[src/rtl/fft16_loads_data_if.sv]
// Sample bus between the FFT input-loading stage and the stage-1 butterflies.
// The master drives the 16 samples and the ready flag; the slave drives enable.
interface fft16_loads_data_if #(
    parameter int unsigned SAMPLE_W = 16
);
    localparam int unsigned DATA_W = 2 * SAMPLE_W;

    logic              enable;
    logic [DATA_W-1:0] x0, x1, x2, x3, x4, x5, x6, x7;
    logic [DATA_W-1:0] x8, x9, x10, x11, x12, x13, x14, x15;
    logic              rdy_load;

    modport master (
        input  enable,
        output x0, x1, x2, x3, x4, x5, x6, x7,
        output x8, x9, x10, x11, x12, x13, x14, x15,
        output rdy_load
    );

    modport slave (
        output enable,
        input  x0, x1, x2, x3, x4, x5, x6, x7,
        input  x8, x9, x10, x11, x12, x13, x14, x15,
        input  rdy_load
    );
endinterface

[src/rtl/fft16_loads_data.sv]
// FFT16 input-loading stage: copies a 16-entry constant sample table into
// 16 parallel registers, one per enabled clock, then flags rdy_load.
module fft16_loads_data #(
    parameter int unsigned SAMPLE_W = 16
) (
    input  logic                clk,
    input  logic                reset_n,
    fft16_loads_data_if.master  bus
);
    localparam int unsigned DATA_W  = 2 * SAMPLE_W;
    localparam int unsigned N_PTS   = 16;
    localparam int unsigned CNT_W   = 4;

    typedef enum logic [1:0] {
        IDLE = 2'd0,
        LOAD = 2'd1,
        DONE = 2'd2
    } state_t;

    state_t             state;
    logic [CNT_W-1:0]   cnt;
    logic               rdy_q;
    logic [DATA_W-1:0]  x_q [N_PTS];

    // Table entry k: real = k*256, imag = -(k*256), both two's complement.
    function automatic logic [DATA_W-1:0] rom(input logic [CNT_W-1:0] k);
        logic [SAMPLE_W-1:0] re;
        logic [SAMPLE_W-1:0] im;
        re = SAMPLE_W'({k, 8'h00});
        im = SAMPLE_W'(0) - re;
        return {re, im};
    endfunction

    // reset_n is active-high despite its name.
    always_ff @(posedge clk or posedge reset_n) begin
        if (reset_n) begin
            state <= IDLE;
            cnt   <= '0;
            rdy_q <= 1'b0;
            for (int i = 0; i < int'(N_PTS); i++) begin
                x_q[i] <= '0;
            end
        end else begin
            case (state)
                IDLE: begin
                    if (bus.enable) begin
                        x_q[0] <= rom(CNT_W'(0));
                        cnt    <= CNT_W'(1);
                        state  <= LOAD;
                    end
                end
                LOAD: begin
                    // enable low pauses in place; cnt naturally wraps to 0 on the last write
                    if (bus.enable) begin
                        x_q[cnt] <= rom(cnt);
                        cnt      <= CNT_W'(cnt + CNT_W'(1));
                        if (cnt == CNT_W'(N_PTS - 1)) begin
                            state <= DONE;
                            rdy_q <= 1'b1;
                        end
                    end
                end
                DONE: begin
                    // One-shot: no reload until enable has been dropped once.
                    if (!bus.enable) begin
                        rdy_q <= 1'b0;
                        state <= IDLE;
                    end
                end
                default: begin
                    state <= IDLE;
                end
            endcase
        end
    end

    assign bus.x0       = x_q[0];
    assign bus.x1       = x_q[1];
    assign bus.x2       = x_q[2];
    assign bus.x3       = x_q[3];
    assign bus.x4       = x_q[4];
    assign bus.x5       = x_q[5];
    assign bus.x6       = x_q[6];
    assign bus.x7       = x_q[7];
    assign bus.x8       = x_q[8];
    assign bus.x9       = x_q[9];
    assign bus.x10      = x_q[10];
    assign bus.x11      = x_q[11];
    assign bus.x12      = x_q[12];
    assign bus.x13      = x_q[13];
    assign bus.x14      = x_q[14];
    assign bus.x15      = x_q[15];
    assign bus.rdy_load = rdy_q;
endmodule

[src/flat_wrapper.sv]
// flat-port wrapper written by rule: the top's interface ports become plain ports
module fft16_loads_data_flat 
#(
    parameter int unsigned SAMPLE_W = 16
)
  (clk, reset_n, bus_enable, bus_x0, bus_x1, bus_x2, bus_x3, bus_x4, bus_x5, bus_x6, bus_x7, bus_x8, bus_x9, bus_x10, bus_x11, bus_x12, bus_x13, bus_x14, bus_x15, bus_rdy_load);
  fft16_loads_data_if #(.SAMPLE_W(SAMPLE_W)) bus_i ();
  input  logic clk;
  input  logic reset_n;
  input wire logic [$bits(bus_i.enable)-1:0] bus_enable;
  output wire logic [$bits(bus_i.x0)-1:0] bus_x0;
  output wire logic [$bits(bus_i.x1)-1:0] bus_x1;
  output wire logic [$bits(bus_i.x2)-1:0] bus_x2;
  output wire logic [$bits(bus_i.x3)-1:0] bus_x3;
  output wire logic [$bits(bus_i.x4)-1:0] bus_x4;
  output wire logic [$bits(bus_i.x5)-1:0] bus_x5;
  output wire logic [$bits(bus_i.x6)-1:0] bus_x6;
  output wire logic [$bits(bus_i.x7)-1:0] bus_x7;
  output wire logic [$bits(bus_i.x8)-1:0] bus_x8;
  output wire logic [$bits(bus_i.x9)-1:0] bus_x9;
  output wire logic [$bits(bus_i.x10)-1:0] bus_x10;
  output wire logic [$bits(bus_i.x11)-1:0] bus_x11;
  output wire logic [$bits(bus_i.x12)-1:0] bus_x12;
  output wire logic [$bits(bus_i.x13)-1:0] bus_x13;
  output wire logic [$bits(bus_i.x14)-1:0] bus_x14;
  output wire logic [$bits(bus_i.x15)-1:0] bus_x15;
  output wire logic [$bits(bus_i.rdy_load)-1:0] bus_rdy_load;
  assign bus_i.enable = bus_enable;
  assign bus_x0 = bus_i.x0;
  assign bus_x1 = bus_i.x1;
  assign bus_x2 = bus_i.x2;
  assign bus_x3 = bus_i.x3;
  assign bus_x4 = bus_i.x4;
  assign bus_x5 = bus_i.x5;
  assign bus_x6 = bus_i.x6;
  assign bus_x7 = bus_i.x7;
  assign bus_x8 = bus_i.x8;
  assign bus_x9 = bus_i.x9;
  assign bus_x10 = bus_i.x10;
  assign bus_x11 = bus_i.x11;
  assign bus_x12 = bus_i.x12;
  assign bus_x13 = bus_i.x13;
  assign bus_x14 = bus_i.x14;
  assign bus_x15 = bus_i.x15;
  assign bus_rdy_load = bus_i.rdy_load;
  fft16_loads_data #(.SAMPLE_W(SAMPLE_W)) u_core (.clk(clk), .reset_n(reset_n), .bus(bus_i));
endmodule
[config.mk]
export PLATFORM = sky130hd
export DESIGN_NAME = fft16_loads_data_flat
export DESIGN_NICKNAME = d
export VERILOG_FILES = /design/src/rtl/fft16_loads_data_if.sv /design/src/rtl/fft16_loads_data.sv /design/src/flat_wrapper.sv
export SDC_FILE = /design/constraint.sdc
export NUM_CORES = 1
export LEC_CHECK = 0
export BUFFER_PORTS_ARGS = -buffer_cell sky130_fd_sc_hd__buf_2
export CAP_MARGIN = 15
export CORE_AREA = 2 2 203 205
export DETAILED_ROUTE_END_ITERATION = 6
export DIE_AREA = 0 0 205 207
export PLACE_DENSITY_LB_ADDON = 0.2
export SYNTH_ARGS = -nofsm -noshare
export SYNTH_HDL_FRONTEND = slang
export SYNTH_SLANG_ARGS = --single-unit
[constraint.sdc]
create_clock -name clk -period 6.2 [get_ports clk]
set_input_delay 1.24 -clock clk [delete_from_list [all_inputs] [get_ports clk]]
set_output_delay 1.24 -clock clk [all_outputs]
set_load 0.005 [all_outputs]
# == Word level (Yosys, flattened, before mapping) ==
# Index checks and enable logic that the tools add are counted.
# totals
register_bits,519
inputBits,3
output_inout_bits,513
word_cells,57
# op_classes
n_addsub,2
order_cmp,2
eq_ne,7
n_mux,18
bitwise_logic,1
reduce_logical,8
# op_table
op,n
bitwise mux 512 bit,1
2-to-1 mux 512 bit,1
demux 32 bit (select 4 bit),1
2-to-1 mux 32 bit,2
one-hot mux 32 bit (2 select lines),1
subtractor 1 x 12 -> 13 bit (first input constant),1
2-to-1 mux 2 bit,4
2-to-1 mux 4 bit,2
one-hot mux 4 bit (2 select lines),1
AND reduction 4 bit,2
inequality test 2 bit (second input constant),3
one-hot mux 2 bit (3 select lines),1
greater-or-equal comparator 5 bit (second input constant),1
less-than comparator 5 x 1 -> 1 bit (second input constant),1
inverter 4 -> 5 bit,1
adder 4 x 1 -> 4 bit (second input constant),1
equality test 4 bit (second input constant),1
nonzero test 2 bit,2
2-to-1 mux 1 bit,3
AND reduction 3 bit,1
equality test 2 x 1 -> 1 bit (second input constant),1
equality test 2 bit (second input constant),1
zero test 2 bit,1
inequality test 2 x 1 -> 1 bit (second input constant),1
other kinds (3),3

# == Longest topological paths before layout ==
# logic_depth
depth_word,8
depth_mapped,7

# == Least setup slack after synthesis ==
# Ideal clock, no wire load.
# synth_timing
kind,input -> register
startpoint,input bus_enable
endpoint,register u_core.x_q (netlist bit u_core.bus.x7[10])
setup_ps,125
arrival_time_ps,2168
setup_slack_ps,3907
stages,5
cell_sequence,and3b_2 > buf_6 > nand2_8 > nor2_4 > mux2_2
# synth_between
elab_chain_cells,1
# synth_rtl
item,line_no,source
from (decl),flat_wrapper.sv:10,input wire logic [$bits(bus_i.enable)-1:0] bus_enable;
AND reduction 2 bit (no line),n/a,
"to (signal, indexed assignment)",fft16_loads_data.sv:55,x_q[cnt] <= rom(cnt);
to (decl),fft16_loads_data.sv:23,logic [DATA_W-1:0] x_q [N_PTS];
# No other way between the ends.
# A chain may end at the register's enable or synchronous reset.

# == Worst setup path after layout ==
# layout_timing
startpoint,register u_core.cnt[1]
endpoint,register u_core.x_q (netlist bit u_core.bus.x0[10])
# layout_between
elab_chain_cells,8
word_cells_on_any_way,10
cone_classes,add/sub: 1; order compare: 2; mux: 5; bitwise: 1; reduce/logical: 1
# layout_rtl
item,line_no,source
from (decl),fft16_loads_data.sv:21,logic [CNT_W-1:0] cnt;
from (signal assigned),fft16_loads_data.sv:56,cnt <= CNT_W'(cnt + CNT_W'(1));
inverter 4 -> 5 bit (not written as such),fft16_loads_data.sv:55,
greater-or-equal comparator 5 bit (not written as such) or less-than comparator 5 x 1 -> 1 bit (tied branches),fft16_loads_data.sv:55,
logical AND 1 bit (not written as such),fft16_loads_data.sv:55,
2-to-1 mux 32 bit (not written as such),fft16_loads_data.sv:55,
demux 32 bit (select 4 bit),fft16_loads_data.sv:55,
bitwise mux 512 bit (*),fft16_loads_data.sv:55,
2-to-1 mux 512 bit (*),fft16_loads_data.sv:54,if (bus.enable) begin
one-hot mux 32 bit (2 select lines) (*),fft16_loads_data.sv:44,case (state)
# Mark *: on every way between the ends. The rest lies on a longest branch, timed or not. The select of a mux whose other input is x is not followed.

==> results.py <==
metrics = {
    "status": {
        "status": "finished, final reports clean",
    },
    "critical_path": {
        "crit_fanout": 19,
        "reg2reg_slack_ns": 3.54,
        "critical_path_class": "flip-flop to flip-flop",
        "cp_data_arrival_time_ns": 2.98,
        "cp-start-kind": "flip-flop",
        "cp.required_ns": 6.52,
        "r2r-start": "u_core.cnt[1]",
        "worstSetupEndpoint": "u_core.bus.x0[10]",
        "reg2reg_depth": 5,
        "setup.worst_path.end_class": "flip-flop",
        "startpoint": "u_core.cnt[1]",
        "r2r_end": "u_core.bus.x0[10]",
    },
    "power": {
        "p_leak_nw": 4.578,
        "power.share.switching_pct": 34.70,
        "combPwrFrac_pct": 32.0,
        "clkPwrFrac_pct": 28.9,
        "p_seq_share_pct": 39.1,
        "power_density_nw_per_um2": 437.0,
        "internal_power_mw": 2.407,
        "irDropWorstVdd_mv": 0.1985,
        "power.switching_mw": 1.279,
    },
    "yosys": {
        "synth_cells": 745,
        "synth_top_area_share_pct": 42.24,
        "avgSynthCellArea_um2": 10.65,
        "synth_common_cells": "buf_4 (386), dfrtp_1 (134), mux2_2 (51)",
        "yosysSeqAreaShare_pct": 42.24,
        "synthMostInstantiatedCell": "buf_4",
        "synth.yosys.warnings": 0,
        "ys_async_sr_fraction_pct": 100.0,
        "synth_edf_count": 0,
        "synth_area_leaders": "dfrtp_1 (42%), buf_4 (37%), mux2_2 (7.2%), or2_2 (2.5%), o21ai_0 (1.5%)",
        "syn-cell-area_um2": 7938,
        "yosys_register_bits": 134,
        "synth_flop_cell": "dfrtp_1",
        "ys_types": 33,
        "synth_largest_area_cell": "dfrtp_1",
    },
    "timing": {
        "fin_skew_ns": 0.01009,
        "slew_headroom_pct": 34.20,
        "finalHoldViolations": 0,
        "rsz0062_at_grt": "no",
        "hold-worst-slack_ns": 0.4581,
        "setup_viol": 0,
        "fin_setup_tns_ns": 0,
        "drv_slew": 0,
        "max_freq_mhz": 375.9,
        "fin_crit_ns": 2.661,
        "min_period_over_period_pct": 42.91,
        "worst_pin_slew_ns": 0.9834,
    },
    "clock_tree": {
        "cts.sinks": 134,
        "post_cts.repair.setup_buffers": 0,
        "clk_pin_slew_ns": 0.06,
        "insertion_delay_ns": 0.42,
        "postCtsResizedCells": 0,
        "cts_tree": "built",
        "cts_buffers": 17,
        "ctsHoldBuffers": 0,
        "cts_max_level": 4,
        "root_buffer": "clkbuf_16",
        "cts_max_path_buffers": 2,
    },
    "floorplan": {
        "die_area_um2": 42440,
        "die_y_um": 207,
        "die_x_um": 205,
        "coreArea_um2": 40370,
        "boundaryPins": 516,
        "num_rows": 74,
        "start_util_pct": 19.66,
    },
    "final_layout": {
        "syn_to_final_growth_pct": 6.258,
        "finish.utilization_pct": 20.89,
        "fin_cells": 1426,
        "diodes": 0,
        "drive_gt1_share_pct": 36.69,
        "fillers": 4436,
        "finalNetCount": 889,
    },
    "global_routing": {
        "grt_max_degree": 86,
        "met2_usage_pct": 12.34,
        "antenna_found_initial": 0,
        "grt_pass1_vias": 3606,
        "busiest_layer": "met2",
        "grt_pass1_wl_um": 24880,
        "met3_usage_pct": 2.643,
        "grt_util_all_layers_pct": 7.967,
        "overflow": 0,
        "use_met1_pct": 10.34,
    },
    "drt": {
        "dr.pass1.iters": 4,
        "vias": 4172,
        "wl_per_cell_um": 12.18,
        "drc": 0,
        "ant_nets": 0,
        "viasPerCell": 2.926,
        "totalWireLength_um": 17370,
        "drt_iter0_drc": 161,
    },
    "flow_run": {
        "drv_cap": 0,
    },
    "min_path": {
        "min_path_type": "flip-flop to flip-flop",
    },
    "placed_design": {
        "place_inst": 1394,
        "io_buffers": 191,
        "hpwlAfterDp_um": 12750,
        "finalWeightedCongestion": 0.6718,
    },
}
layout make-up:
type	instances	area (um2)	share of cell area [%]
clock buffers	20	466.7	5.533
clock inverters	12	151.4	1.795
inverters	8	35.03	0.4154
multi-input cells	528	2799	33.18
flip-flops and latches	134	3353	39.76
well taps	532	665.6	7.892
repair buffers	192	963.4	11.42
metrics by stage:
step / cell area (um2) / setup slack (ns) / power (mW)
2_1_floorplan: 9150 / 1.377 / 2.359
3_3_place_gp: 7816 / 3.377 / 2.697
3_5_place_dp: 7816 / 3.347 / 2.695
4_1_cts: 8434 / 3.425 / 3.795
5_1_grt: 8434 / 3.283 / 3.976
6_report: 8434 / 3.539 / 3.686
logic make-up after synthesis:
| family | share of synthesized area (%) |
|---|---|
| buf+inv | 37.77 |
| flops | 42.24 |
| simple gates | 9.395 |
| mux | 7.866 |
| compound gates | 1.892 |
| fa+ha+maj | 0.7881 |
| other cells | 0.04724 |
power groups by stage:
stage	Sequential, mW	Clock, mW	Combinational [mW]
after floorplan	1.41	0	0.953
after global placement	1.47	0	1.23
after detailed placement	1.47	0	1.22
after CTS	1.47	1.11	1.22
after global routing	1.51	1.14	1.32
final	1.44	1.06	1.18
layer usage:
layer  part of all wire (%)  up-vias
met4                    1.2        0
met5                      0        -
li1                       -     1924
met2                     48      234
met1                     43     2003
met3                    7.9       11
worst max-delay path, stage by stage, from the launching register on:
cell	delay, ns
dfrtp_1	0.64
inv_1	0.29
ha_1	0.70
or3b_1	0.48
a21o_2	0.28
and2_1	0.16
cells in the final DEF, fill, tap and decap left out, types with 2 or more instances in the layout:
| cell type | instances |
|---|---|
| dfrtp_1 | 134 |
| and2_1 | 9 |
| buf_2 | 191 |
| clkinvlp_4 | 2 |
| nor2_1 | 5 |
| clkinv_2 | 4 |
| clkbuf_16 | 17 |
| mux2i_1 | 5 |
| ha_1 | 5 |
| or2_2 | 32 |
| nand2_4 | 2 |
| nor3_1 | 4 |
| nor2_4 | 10 |
| clkbuf_8 | 3 |
| mux2_2 | 51 |
| clkinv_4 | 3 |
| nand3_1 | 5 |
| and2b_1 | 2 |
| bufinv_16 | 3 |
| a21oi_1 | 2 |
| inv_1 | 7 |
| nor2b_1 | 9 |
| nand2b_1 | 2 |
| conb_1 | 324 |
| nand2_1 | 27 |
| nor2_8 | 2 |
| o21ai_0 | 23 |
worst min path at each step:
stage / startpoint / endpoint / slack (ns) / cells after the start
after floorplan: u_core.bus.x10[27] / u_core.bus.x10[27] / 0.46 / 1
after global placement: u_core.bus.x5[26] / u_core.bus.x5[26] / 0.45 / 1
after detailed placement: u_core.bus.x5[26] / u_core.bus.x5[26] / 0.45 / 1
after CTS: u_core.bus.x5[26] / u_core.bus.x5[26] / 0.46 / 1
after global routing: u_core.bus.x5[11] / u_core.bus.x5[11] / 0.48 / 1
final: u_core.bus.x5[26] / u_core.bus.x5[26] / 0.46 / 1
Power figures use the tool's default switching activity.
